### config.mk
export PLATFORM = sky130hd
export DESIGN_NAME = serial_addsub
export DESIGN_NICKNAME = d
export VERILOG_FILES = /design/src/rtl/serial_arith_pkg.sv /design/src/rtl/full_adder.sv /design/src/rtl/serial_addsub.sv
export SDC_FILE = /design/constraint.sdc
export NUM_CORES = 1
export LEC_CHECK = 0
export BUFFER_PORTS_ARGS = -buffer_cell sky130_fd_sc_hd__buf_2
export CORE_MARGIN = 4
export CORE_UTILIZATION = 48
export CTS_CLUSTER_DIAMETER = 100
export DETAILED_ROUTE_END_ITERATION = 10
export PLACE_DENSITY = 0.79
export SETUP_SLACK_MARGIN = 0.3
export SLEW_MARGIN = 20
export SYNTH_ARGS = -nofsm -noshare
export SYNTH_HDL_FRONTEND = slang
export SYNTH_SLANG_ARGS = --single-unit
### constraint.sdc
create_clock -name clk -period 1.5 [get_ports clk]
set_input_delay 0.075 -clock clk [delete_from_list [all_inputs] [get_ports clk]]
set_output_delay 0.075 -clock clk [all_outputs]
set_load 0.005 [all_outputs]
### src/rtl/serial_arith_pkg.sv
// rtl/serial_arith_pkg.sv - shared types and helpers for the digit-serial arithmetic blocks
package serial_arith_pkg;

  typedef enum logic [1:0] {
    IDLE = 2'd0,
    RUN  = 2'd1,
    DONE = 2'd2
  } state_t;

  // Counter width for n steps; a single-step counter still needs one bit.
  function automatic int cnt_width(input int n);
    return (n > 1) ? $clog2(n) : 1;
  endfunction

endpackage

### src/rtl/full_adder.sv
// rtl/full_adder.sv - single-bit full adder cell
module full_adder (
  input  logic a,
  input  logic b,
  input  logic cin,
  output logic sum,
  output logic cout
);

  assign sum  = a ^ b ^ cin;
  assign cout = (a & b) | (cin & (a ^ b));

endmodule

### src/rtl/serial_addsub.sv
// rtl/serial_addsub.sv - digit-serial adder/subtractor, LSB digit first, valid/ready on both sides
module serial_addsub #(
  parameter int WIDTH = 8,
  parameter int DIGIT = 1
) (
  input  logic             clk,
  input  logic             rst_n,
  input  logic             in_valid,
  output logic             in_ready,
  input  logic [WIDTH-1:0] a,
  input  logic [WIDTH-1:0] b,
  input  logic             sub,
  output logic             out_valid,
  input  logic             out_ready,
  output logic [WIDTH-1:0] sum,
  output logic             carry,
  output logic             overflow
);

  import serial_arith_pkg::*;

  localparam int NDIG = WIDTH / DIGIT;
  localparam int CW   = cnt_width(NDIG);
  localparam logic [CW-1:0] LAST = CW'(NDIG - 1);
  localparam logic [CW-1:0] ONE  = CW'(1);

  generate
    if (WIDTH < 1 || (WIDTH % DIGIT) != 0) begin : g_bad_params
      $fatal(1, "serial_addsub: WIDTH must be >= 1 and a multiple of DIGIT");
    end
  endgenerate

  state_t           state;
  logic [CW-1:0]    count;
  logic [WIDTH-1:0] a_sr;
  logic [WIDTH-1:0] b_sr;
  logic [WIDTH-1:0] res_sr;
  logic             carry_reg;
  logic             a_msb;
  logic             bp_msb;

  logic [DIGIT:0]         chain_c;
  logic [DIGIT-1:0]       digit_sum;
  logic [WIDTH+DIGIT-1:0] res_cat;
  logic [WIDTH-1:0]       res_next;

  assign chain_c[0] = carry_reg;

  genvar gi;
  generate
    for (gi = 0; gi < DIGIT; gi++) begin : g_chain
      full_adder u_fa (
        .a    (a_sr[gi]),
        .b    (b_sr[gi]),
        .cin  (chain_c[gi]),
        .sum  (digit_sum[gi]),
        .cout (chain_c[gi+1])
      );
    end
  endgenerate

  // New digit enters at the top; after NDIG shifts the LSB digit lands at bit 0.
  assign res_cat  = {digit_sum, res_sr};
  assign res_next = res_cat[WIDTH+DIGIT-1:DIGIT];

  always_ff @(posedge clk) begin
    if (!rst_n) begin
      state     <= IDLE;
      count     <= '0;
      a_sr      <= '0;
      b_sr      <= '0;
      res_sr    <= '0;
      carry_reg <= 1'b0;
      a_msb     <= 1'b0;
      bp_msb    <= 1'b0;
      in_ready  <= 1'b0;
      out_valid <= 1'b0;
      sum       <= '0;
      carry     <= 1'b0;
      overflow  <= 1'b0;
    end else begin
      case (state)
        IDLE: begin
          in_ready <= 1'b1;
          if (in_valid && in_ready) begin
            a_sr      <= a;
            b_sr      <= sub ? ~b : b;
            carry_reg <= sub;
            a_msb     <= a[WIDTH-1];
            bp_msb    <= sub ? ~b[WIDTH-1] : b[WIDTH-1];
            count     <= '0;
            in_ready  <= 1'b0;
            state     <= RUN;
          end
        end
        RUN: begin
          a_sr      <= a_sr >> DIGIT;
          b_sr      <= b_sr >> DIGIT;
          res_sr    <= res_next;
          carry_reg <= chain_c[DIGIT];
          count     <= count + ONE;
          if (count == LAST) begin
            state     <= DONE;
            out_valid <= 1'b1;
            sum       <= res_next;
            carry     <= chain_c[DIGIT];
            overflow  <= (a_msb == bp_msb) && (res_next[WIDTH-1] != a_msb);
          end
        end
        DONE: begin
          if (out_ready) begin
            out_valid <= 1'b0;
            in_ready  <= 1'b1;
            state     <= IDLE;
          end
        end
        default: begin
          state     <= IDLE;
          in_ready  <= 1'b0;
          out_valid <= 1'b0;
        end
      endcase
    end
  end

endmodule

==> impl_metrics.env <==
export IMPL_synth_edff_count=0
export IMPL_clock_path_buffers=2
export IMPL_post_dp_hpwl_microns=2490
export IMPL_status="complete, no violations"
export IMPL_fin_crit_ps=1490
export IMPL_layout_cells_non_filler=302
export IMPL_grt_max_degree=39
export IMPL_ys_ff_latch=43
export IMPL_cp_arrival_ps=1720
export IMPL_finalWirelength_microns=4270
export IMPL_p_total_mw=2.45
export IMPL_die_h_microns=71.9
export IMPL_synthToLayoutAreaGrowth_pct=32.9
export IMPL_leakagePower_nw=1.01
export IMPL_synth_cells=214
export IMPL_switching_share=0.262
export IMPL_cts_root_buf="clkbuf_8"
export IMPL_max_stage_delay_ps=500
export IMPL_holdWs_ps=37.5
export IMPL_hold_violations=0
export IMPL_drt_iter0_drc=87
export IMPL_drv_slew=0
export IMPL_cp_buffers_inverters=2
export IMPL_fin_area_sq_mm=0.00261
export IMPL_cp_cell_sequence="fa_1, buf_4, buf_6, nand3b_1, a31oi_1"
export IMPL_antenna_cells=0
export IMPL_nNetsFinal=278
export IMPL_synth_fp_nets=238
export IMPL_drc=0
export IMPL_yosysWarnings=0
export IMPL_hold_start="a[7]"
export IMPL_ant_nets=0
export IMPL_n_fill_cell=300
export IMPL_cts_buffers=5
export IMPL_place_congestion=0.731
export IMPL_max_clock_freq_mhz=669
export IMPL_max_slew_margin=0.638
export IMPL_dieArea_sq_mm=0.00517
export IMPL_cap_viol_max_count=0
export IMPL_hp_class="in -> reg"
export IMPL_internal_power_mw=1.81
export IMPL_period_share=0.996
export IMPL_vias_per_cell=5.34
export IMPL_clk_latency_ps=290
export IMPL_p_per_area_mw_per_mm2=940
export IMPL_yosysSeqAreaShare=0.439
export IMPL_grt_setup_unrepaired="true"
export IMPL_htreeDepth=2
export IMPL_r2r_slack_ps=6
export IMPL_first_global_vias=1563
export IMPL_skew_ps=3.97
export IMPL_async_flop_share=0
export IMPL_crit_slowest_cell="fa_1"
export IMPL_crit_family="adder cells"
export IMPL_track_usage=0.166
export IMPL_reg_top3="a_sr (8), b_sr (8), sum (8)"
export IMPL_min_to="a_msb"
export IMPL_setup_viol=0
export IMPL_synth_area_sq_mm=0.00196
export IMPL_cts_tree="done"
export IMPL_initial_core_util=0.516
export IMPL_layout_drive_gt1_share=0.465
export IMPL_setup_ws_ps=5.97
export IMPL_placed_area_sq_mm=0.00224
export IMPL_seq_power_share=0.509
export IMPL_cp_max_fo=3
export IMPL_vias=1612
export IMPL_dr_pass1_iters=4
export IMPL_port_buffers=32
export IMPL_grt_pass1_wl_microns=6910
export IMPL_syn_avg_cell_area_sq_um=9.17
export IMPL_pin_count=33
export IMPL_antenna_found_initial=0
export IMPL_wl_per_cell_microns=14.1
export IMPL_worstPathRequired_ps=1730
export IMPL_synthFlopType="dfxtp_1"
export IMPL_core_area_sq_mm=0.00380
export IMPL_ys_types=35
export IMPL_r2r_end="overflow"
export IMPL_cts_reportedPaths_clkPinSlew_ps=80
export IMPL_dieWidth_microns=71.9
export IMPL_dp_slack_ps=31.1
export IMPL_hold_path_depth=3
export IMPL_p_switching_mw=0.643
export IMPL_cp_end_kind="flop"
export IMPL_row_count=22
export IMPL_final_util=0.686
export IMPL_r2r_start="b_sr[0]"
export IMPL_path_class="reg -> reg"
export IMPL_start_kind="flop"
export IMPL_reg2reg_depth=5
export IMPL_combPwrFrac=0.193
export IMPL_clkSinkCount=43
export IMPL_place_inst=287
export IMPL_clockPowerShare=0.298
export IMPL_worst_slew_pin_slew_ps=543
export IMPL_vdd_drop_max_uv=731
export IMPL_fin_setup_tns_ps=0
export IMPL_globalRoute_totalOverflow=0
per-layer routing:
metal  GRT usage  wire, microns  vias to the layer above
met5           0              0                        -
li1            -              -                      808
met1       0.207           1900                      769
met3      0.0512            160                        8
met2       0.276           2140                       27
met4      0.0501             63                        0
Yosys cell counts, drive strengths merged, types with 2 or more instances:
cell type / n / area, sq um
o21ai: 11 / 55.1
nand3: 11 / 55.1
a22oi: 7 / 52.6
nor2: 11 / 41.3
nor2b: 2 / 12.5
buf: 11 / 83.8
nand3b: 2 / 15.0
a21oi: 2 / 10.0
xor2: 8 / 70.1
ha: 2 / 25.0
nand2: 39 / 149
dfxtp: 43 / 861
nor3: 16 / 160
clkbuf: 6 / 23.8
a21boi: 30 / 233
final cells by class:
| class | count | area [sq um] | share of cell area |
|---|---|---|---|
| Timing Repair Buffer | 50 | 382 | 0.146 |
| Clock inverter | 1 | 5.00 | 0.00192 |
| Sequential cell | 43 | 876 | 0.336 |
| Inverter | 1 | 3.75 | 0.00144 |
| Tap cell | 48 | 60.1 | 0.0230 |
| Multi-Input combinational cell | 153 | 1200 | 0.460 |
| Clock buffer | 6 | 82.6 | 0.0317 |
cells by family after synthesis:
kind of cell | Yosys count | synth area share
DFF | 43 | 0.439
buffers and inverters | 18 | 0.0568
and+or+nand+nor | 89 | 0.254
AOI/OAI and AO/OA | 53 | 0.191
adders and majority gates | 3 | 0.0230
xor gates and xnor gates | 8 | 0.0357
layout by cell type (no fill, tap or decap), types with 2 or more instances in the layout:
cell / n
nand3b_1: 2
nor3_2: 9
clkbuf_8: 6
nand2_4: 3
a22oi_2: 7
a21boi_2: 8
buf_2: 32
buf_4: 8
dfxtp_2: 6
nor2_1: 11
nand2_1: 27
buf_12: 2
xor2_1: 8
a21boi_1: 22
buf_6: 5
o21ai_0: 11
nand2_2: 9
dfxtp_4: 2
ha_4: 2
nor3_4: 7
dfxtp_1: 35
clkbuf_16: 2
nand3_1: 11
worst register-to-register path, cell delays in order (launching register included):
cell      delay, ps
dfxtp_2         330
fa_1            500
buf_4           160
buf_6           120
nand3b_1        170
a31oi_1         160
power by group through the flow:
stage	combinational, mW	sequential, mW	clock [mW]
after floorplan	0.291	1.26	0
after global placement	0.371	1.26	0
after detailed placement	0.377	1.27	0
after CTS	0.406	1.24	0.745
after global routing	0.516	1.26	0.798
final	0.472	1.25	0.730
repair_timing:
| item | CTS | global route |
|---|---|---|
| setup buffers | 5 | 1 |
| resized for setup | 25 | 30 |
| cloned | 0 | 2 |
| hold buffers | 0 | 0 |
| pin swaps | 9 | 25 |
| endpoints found under the setup margin | 41 | 36 |
worst max-delay path by stage:
stage | from | end | slack [ps] | cells past startpoint
2_1_floorplan | b_sr[0] | overflow | 50 | 3
3_3_place_gp | b_sr[0] | overflow | 60 | 3
3_5_place_dp | b_sr[0] | overflow | 30 | 3
4_1_cts | b_sr[0] | overflow | 20 | 3
5_1_grt | b_sr[0] | overflow | -80 | 5
6_report | b_sr[0] | overflow | 6 | 5
Note: power is estimated with default switching activity, not from simulation.
